--- src/rtl/spi_module_master.sv ---
// Single-byte SPI master, MSB first, all four CPOL/CPHA modes.
// SCK half-period, SETUP and HOLD each last CLK_DIV system clocks.
module spi_module_master #(
  parameter int CLK_DIV = 4
) (
  input  logic       CLK,
  input  logic       RESET,
  input  logic       I_start,
  input  logic [7:0] I_tx_data,
  input  logic       CPOL,
  input  logic       CPHA,
  output logic [7:0] O_rx_data,
  output logic       O_busy,
  output logic       O_done,
  output logic       O_spi_sck,
  output logic       O_spi_cs,
  output logic       O_spi_mosi,
  input  logic       I_spi_miso
);

  typedef enum logic [1:0] {IDLE, SETUP, XFER, HOLD} state_t;

  localparam logic [7:0] DIV_LAST = 8'(CLK_DIV - 1);

  state_t     state, state_nx;
  logic [7:0] div_cnt, div_cnt_nx;
  logic [3:0] edge_cnt, edge_cnt_nx;
  logic [7:0] tx_sr, tx_sr_nx;
  logic [7:0] rx_sr, rx_sr_nx;
  logic       cpha_r, cpha_nx;
  logic [7:0] rx_data_nx;
  logic       busy_nx, done_nx, sck_nx, cs_nx, mosi_nx;
  logic       div_end;
  logic       leading;

  assign div_end = (div_cnt == DIV_LAST);
  // edge_cnt holds the number of toggles already made, so an even count means the next toggle is leading
  assign leading = ~edge_cnt[0];

  always_ff @(posedge CLK or posedge RESET) begin
    if (RESET) begin
      state      <= IDLE;
      div_cnt    <= '0;
      edge_cnt   <= '0;
      tx_sr      <= '0;
      rx_sr      <= '0;
      cpha_r     <= 1'b0;
      O_rx_data  <= 8'h00;
      O_busy     <= 1'b0;
      O_done     <= 1'b0;
      O_spi_sck  <= 1'b0;
      O_spi_cs   <= 1'b0;
      O_spi_mosi <= 1'b0;
    end else begin
      state      <= state_nx;
      div_cnt    <= div_cnt_nx;
      edge_cnt   <= edge_cnt_nx;
      tx_sr      <= tx_sr_nx;
      rx_sr      <= rx_sr_nx;
      cpha_r     <= cpha_nx;
      O_rx_data  <= rx_data_nx;
      O_busy     <= busy_nx;
      O_done     <= done_nx;
      O_spi_sck  <= sck_nx;
      O_spi_cs   <= cs_nx;
      O_spi_mosi <= mosi_nx;
    end
  end

  always_comb begin
    state_nx    = state;
    div_cnt_nx  = div_cnt;
    edge_cnt_nx = edge_cnt;
    tx_sr_nx    = tx_sr;
    rx_sr_nx    = rx_sr;
    cpha_nx     = cpha_r;
    rx_data_nx  = O_rx_data;
    busy_nx     = O_busy;
    done_nx     = 1'b0;
    sck_nx      = O_spi_sck;
    cs_nx       = O_spi_cs;
    mosi_nx     = O_spi_mosi;

    case (state)
      IDLE: begin
        sck_nx  = CPOL;
        cs_nx   = 1'b0;
        busy_nx = 1'b0;
        if (I_start) begin
          tx_sr_nx    = I_tx_data;
          cpha_nx     = CPHA;
          cs_nx       = 1'b1;
          busy_nx     = 1'b1;
          div_cnt_nx  = '0;
          edge_cnt_nx = '0;
          state_nx    = SETUP;
          if (!CPHA) mosi_nx = I_tx_data[7];
        end
      end

      SETUP: begin
        if (div_end) begin
          div_cnt_nx = '0;
          state_nx   = XFER;
        end else begin
          div_cnt_nx = div_cnt + 8'd1;
        end
      end

      XFER: begin
        if (div_end) begin
          div_cnt_nx  = '0;
          sck_nx      = ~O_spi_sck;
          edge_cnt_nx = edge_cnt + 4'd1;
          if (edge_cnt[0] == cpha_r) rx_sr_nx = {rx_sr[6:0], I_spi_miso};
          // CPHA=0 preloads bit 7 at start, so it advances on trailing edges and skips the final one
          if (cpha_r && leading) begin
            mosi_nx  = tx_sr[7];
            tx_sr_nx = {tx_sr[6:0], 1'b0};
          end else if (!cpha_r && !leading && edge_cnt != 4'd15) begin
            mosi_nx  = tx_sr[6];
            tx_sr_nx = {tx_sr[6:0], 1'b0};
          end
          if (edge_cnt == 4'd15) state_nx = HOLD;
        end else begin
          div_cnt_nx = div_cnt + 8'd1;
        end
      end

      HOLD: begin
        if (div_end) begin
          div_cnt_nx  = '0;
          edge_cnt_nx = '0;
          cs_nx       = 1'b0;
          mosi_nx     = 1'b0;
          rx_data_nx  = rx_sr;
          done_nx     = 1'b1;
          busy_nx     = 1'b0;
          state_nx    = IDLE;
        end else begin
          div_cnt_nx = div_cnt + 8'd1;
        end
      end

      default: state_nx = IDLE;
    endcase
  end

endmodule

--- config.mk ---
export PLATFORM = sky130hd
export DESIGN_NAME = spi_module_master
export DESIGN_NICKNAME = d
export VERILOG_FILES = /design/src/rtl/spi_module_master.sv
export SDC_FILE = /design/constraint.sdc
export NUM_CORES = 1
export LEC_CHECK = 0
export BUFFER_PORTS_ARGS = -buffer_cell sky130_fd_sc_hd__clkbuf_2
export CAP_MARGIN = 20
export CORE_MARGIN = 1
export CORE_UTILIZATION = 51
export DETAILED_ROUTE_END_ITERATION = 8
export GPL_TIMING_DRIVEN = 0
export MAX_ROUTING_LAYER = met4
export PLACE_DENSITY = 0.78
export RECOVER_POWER = 50
export SKIP_CTS_REPAIR_TIMING = 1
export SLEW_MARGIN = 20
export SYNTH_ARGS = -nofsm -noshare
export SYNTH_HDL_FRONTEND = slang
export SYNTH_SLANG_ARGS = --single-unit
export TNS_END_PERCENT = 10
--- constraint.sdc ---
create_clock -name CLK -period 1.9 [get_ports CLK]
set_clock_uncertainty 0.05 [all_clocks]
set_input_delay 0.57 -clock CLK [delete_from_list [all_inputs] [get_ports CLK]]
set_output_delay 0.57 -clock CLK [all_outputs]
set_load 0.02 [all_outputs]
* After elaboration in Yosys (flattened, before gate mapping)
Cells that the tools add are included.
** Operators by class
- Equal/unequal tests :: 14
- Reductions and logical operators :: 18
- Muxes and demuxes :: 31
- Add/subtract/negate cells :: 2
- Bitwise operators :: 2
** Operators by type and width (number)
- 2-to-1 mux 8 bit :: 6
- case mux 8 bit (2 select lines) :: 2
- 2-to-1 mux 4 bit :: 3
- inequality test 2 bit, second input constant :: 6
- case mux 4 bit (3 select lines) :: 1
- 2-to-1 mux 1 bit :: 10
- 2-to-1 mux 2 bit :: 5
- adder 8 x 1 -> 8 bit, second input constant :: 1
- equality test 8 x 2 -> 1 bit, second input constant :: 1
- case mux 2 bit (4 select lines) :: 1
- AND reduction 2 bit :: 4
- AND reduction 4 bit :: 2
- AND reduction 6 bit :: 1
- AND reduction 5 bit :: 1
- adder 4 x 1 -> 4 bit, second input constant :: 1
- equality test 2 bit, second input constant :: 2
- equality test 4 bit, second input constant :: 1
- inequality test 4 bit, second input constant :: 1
- case mux 1 bit (2 select lines) :: 2
- nonzero test 2 bit :: 2
- logical AND 1 bit :: 3
- inequality test 3 bit, second input constant :: 1
- case mux 1 bit (3 select lines) :: 1
- AND reduction 3 bit :: 1
- other kinds (7) :: 8
** Word-level totals
- Register bits :: 43
- Output and inout bits :: 13

* Longest topological paths before layout
- Depth in word-level cells :: 7
- Gate-level depth with buffers :: 7

* Least setup slack after synthesis
Ideal clock, no wire load.
- Kind :: register to register
- Start point :: register state[0]
- End point :: register tx_sr[1]
- Stages on the path, launching flop included :: 7
- Setup slack :: -0.015 ns
- Data arrival time :: 1.740 ns
- Clock period less this slack :: 1.915 ns
- Library setup time :: 0.125 ns
- Buffers on the path :: 2
- Data required time :: 1.725 ns
- Cell sequence :: dfrtp_1 inv_1 ha_1 buf_2 clkbuf_1 mux2_2 mux2_4
** On the way
- Longest elaborated chain between the ends :: 3
- Elaborated cells on any way between the ends :: 8
** Ends and longest elaborated chain
- start, declared :: RTL line 25 : state_t state, state_nx;
- start signal, assigned :: RTL line 55 : state <= state_nx;
- equality test 2 bit / zero test 2 bit (equally long branches) :: RTL line 84 : case (state)
- inequality test 3 bit (no source line) (tied with other cells)
- AND reduction 4 bit (no source line)
- end signal, assigned :: RTL line 58 : tx_sr <= tx_sr_nx;
- end, declared :: RTL line 28 : logic [7:0] tx_sr, tx_sr_nx;
Several ways; a longest one is shown, not always the timed one.
A chain may end at the register's enable or synchronous reset.

* Worst setup path after layout
- Start point :: register div_cnt[0]
- End point :: register O_spi_mosi
** On the way
- Longest elaborated chain between the ends :: 3
- Elaborated cells on any way between the ends :: 4
** Ends and longest elaborated chain
- start, declared :: RTL line 26 : logic [7:0] div_cnt, div_cnt_nx;
- start signal, assigned :: RTL line 56 : div_cnt <= div_cnt_nx;
- equality test 8 x 2 -> 1 bit (*) :: RTL line 36 : assign div_end = (div_cnt == DIV_LAST);
- inequality test 2 bit (no source line)
- AND reduction 6 bit (no source line) (*)
- end signal, assigned :: RTL line 66 : O_spi_mosi <= mosi_nx;
- end, declared :: RTL line 17 : output logic O_spi_mosi,
Every way passes the cells marked *; elsewhere a longest branch is shown, timed or not.

==> key figures <==
Floorplan
  • Die W: 67.2 µm
  • I/O pins: 27
  • Die height: around 67 µm
  • Num rows: 23
  • DIE AREA: between 4000 and 5000 µm²
  • Core box area: 4030 µm²
  • Initial Utilization: 0.538

Setup path
  • Crit path buffers/inverters: 2
  • Launch point of the worst path: div_cnt[0]$_DFFE_PP0N_
  • CP top delay family: flip-flops
  • CP cell instances: ha_1, and3_1, buf_6, buf_4, o2111ai_1, mux2_2
  • Crit Path Max Fanout: 7
  • Worst path depth: 6
  • RR Endpoint: O_spi_mosi$_DFFE_PP0P_
  • CP arrival: ~2.0 ns
  • Slowest-stage cell, CP: dfrtp_1
  • Worst R2R Path Depth: 6
  • RR Startpoint: div_cnt[0]$_DFFE_PP0N_
  • Setup crit end: O_spi_mosi$_DFFE_PP0P_
  • Crit start category: flop
  • Setup CP Type: flop to flop
  • Critical path required time: 2.03 ns
  • Worst R2R Setup Slack: between 0.005 and 0.006 ns
  • Worst setup EP type: flop
  • Max incr delay on CP: ~0.43 ns

Clock network
  • Root Buffer: clkbuf_8
  • Worst-path clk slew: about 0.08 ns
  • Skew-Pair Late Insertion Delay: about 0.30 ns
  • H-tree depth: 2
  • CTS tree: done
  • Inserted Clock Buffers: 5
  • Max Root-Sink Buffers: 2
  • CTS sink cnt: 43

Routing
  • Drt via density: between 5 and 6
  • First-pass DRT Iterations: 4
  • Detail Route Antenna Nets: 0
  • Detailed Route Iter0 Violations: 59
  • DR WL/cell: 14.8 µm
  • Vias post-DR: 1451
  • Final WL: 3.99 mm
  • DRC errors left: 0

Final layout
  • Share of cells above drive strength 1: 0.420
  • Combined area of the multi-input logic cells: ~1100 µm²
  • Commonest non-fill, non-tap cell in the layout: dfrtp_1
  • Layout Nets: approximately 240
  • Antenna cells: 0
  • Seq. cell area: roughly 1100 µm²
  • Most frequent cells in the layout: dfrtp_1 (42), clkbuf_2 (27), mux2_2 (19)
  • Area grow syn2layout: 18.4%
  • Fin cells: between 200 and 300
  • Fillers: ~330
  • Final Util: 0.637

Pwr
  • Pwr Total: ~0.0015 W
  • P_sw: between 0.0003 and 0.0004 W
  • Int Power: approximately 0.0012 W
  • Power Dens Cells: approximately 600 nW/µm²
  • Net Sw Frac: 0.221
  • Static leakage: between 1 and 1.5 nW
  • Combinational power share: 0.029
  • Peak VDD IR: 0.000471 V
  • Seq pwr share: 0.603
  • Clock Power Share: 0.368

Synthesis
  • Synth Area in Adders: 0.0577
  • Avg Cell Area, Syn: 12.1 µm²
  • Synth cell types: 38
  • Syn Inst Count: ~180
  • Number of synthesized flops with an enable pin: 0
  • Async set or reset register ratio after synthesis: 1.00
  • Largest family of logic cells by synthesized area: multiplexers
  • Synth warnings: 0
  • Yosys top cell by area: dfrtp_1
  • Post-synthesis mux area share: 0.209
  • Syn Nets: 203
  • Register area share after synthesis: 0.497
  • Post-synth top flop: dfrtp_1
  • Complex-gate fraction of the synthesized area: 0.0751
  • Xor and xnor area share after synthesis: 0.0202
  • Ranking of synthesized cells by area: dfrtp_1 (50%), mux2_2 (14%), ha_1 (5.8%)
  • Share of the synthesized area in the top cell type: 0.497
  • Register bit count reported by yosys: 43
  • Synthesized area: ~2200 µm²
  • Simple-Gate Fraction of Synth Area: 0.100

Place
  • Pre-CTS setup slack: -0.220 ns
  • Post-DP HPWL: between 2 and 3 mm
  • Cells after DPL: around 260
  • Gpl congestion: around 0.8
  • Port Buffers: 26

STA
  • Final period util: 0.997
  • Slew headroom: 0.504
  • Setup violators final: 0
  • Post-route setup slack: roughly 0.0054 ns
  • RSZ-0062 raised after global routing: yes
  • Minimum clock period: 1.89 ns
  • Hold_ws: 0.320 ns
  • Final Hold Vio Count: 0
  • Least-Margin Pin Slew: 0.743 ns
  • Slew Viols, Final: 0
  • Fmax: 528 MHz

Flow run
  • Max-cap violations: 0

Global routing
  • Global-route usage over all layers: 0.199
  • Vias in the first global route: 1389
  • Largest net degree at the start of global routing: 26
  • GR Overflow Total: 0
  • Initial antenna violation count: 0
  • First-pass GRT wire length: 6.40 mm

Run status
  • Status: finished, final reports clean

Worst hold path
  • HP Class: input port to async pin
==> routing by layer <==
layer  vias to the layer above  wire (µm)  track usage
li1                        706          -            -
met1                       717       1850        0.255
met2                        25       1990        0.308
met3                         3        116       0.0557
met4                         0         37       0.0559
met5                         -          0            -
==> flip-flops by register name, summed over array words and instances, names as in the netlist <==
| signal | flops |
|---|---|
| div_cnt | 8 |
| O_spi_cs | 1 |
| O_spi_mosi | 1 |
| edge_cnt | 4 |
| rx_sr | 8 |
| cpha_r | 1 |
| state | 2 |
| tx_sr | 8 |
| O_done | 1 |
| O_rx_data | 8 |
| O_spi_sck | 1 |
==> worst min-delay path by stage <==
stage / startpoint / slack (ns) / endpoint
final: RESET / 0.32 / edge_cnt[3]$_DFFE_PP0P_
after detailed placement: tx_sr[5]$_DFFE_PP0P_ / 0.44 / tx_sr[5]$_DFFE_PP0P_
after CTS: RESET / 0.21 / div_cnt[5]$_DFFE_PP0N_
after global placement: rx_sr[7]$_DFFE_PP0P_ / 0.44 / O_rx_data[7]$_DFFE_PP0P_
after floorplan: edge_cnt[3]$_DFFE_PP0P_ / 0.42 / edge_cnt[3]$_DFFE_PP0P_
after global routing: RESET / 0.39 / div_cnt[0]$_DFFE_PP0N_
==> final cells by class <==
type                       count  share of cell area
buffer                         7              0.0278
clock buffer                   6              0.0283
clock inverter                 2             0.00488
inverter                       8              0.0117
multi-input combinational    120               0.413
sequential                    43               0.420
tap                           50              0.0244
timing repair buffer          33              0.0702
==> cell families (layout without fill, tap and decap cells) <==
logic type                 count (synthesis)  count (layout)
DFF                                       43              43
xor gates and xnor gates                   5               5
and+or+nand+nor                           43              43
muxes                                     38              38
AOI/OAI and AO/OA                         24              24
buffers and inverters                     16              56
adders and majority gates                 10              10
==> cells in the mapped netlist, types with 2 or more instances <==
master	instances
dfrtp_1	43
mux2_2	26
nand2_1	11
ha_1	10
inv_1	8
mux2_4	8
nor2_1	8
o21ai_0	7
a21oi_1	4
mux2i_1	4
xor2_1	4
and3_1	3
buf_4	3
nand3_1	3
nand4_1	3
nor2b_1	3
o2bb2ai_1	3
or3_1	3
buf_2	2
buf_6	2
nand2b_1	2
nor3_1	2
or2_2	2
==> metrics by stage <==
stage                     TNS (ns)  area [µm²]
after global placement      -13.48        2360
after CTS                    -2.01        2470
after floorplan                  0        2170
after detailed placement     -1.52        2390
final                            0        2570
after global routing        -0.406        2570
==> power groups by stage <==
stage	registers (W)	logic [W]	clock network, W
6_report	0.000926	0.0000446	0.000566
5_1_grt	0.000927	0.0000508	0.000621
4_1_cts	0.000925	0.0000486	0.000587
3_5_place_dp	0.000944	0.0000487	0
3_3_place_gp	0.000943	0.0000392	0
2_1_floorplan	0.000942	0.0000200	0
(Power assumes the default switching activity.)
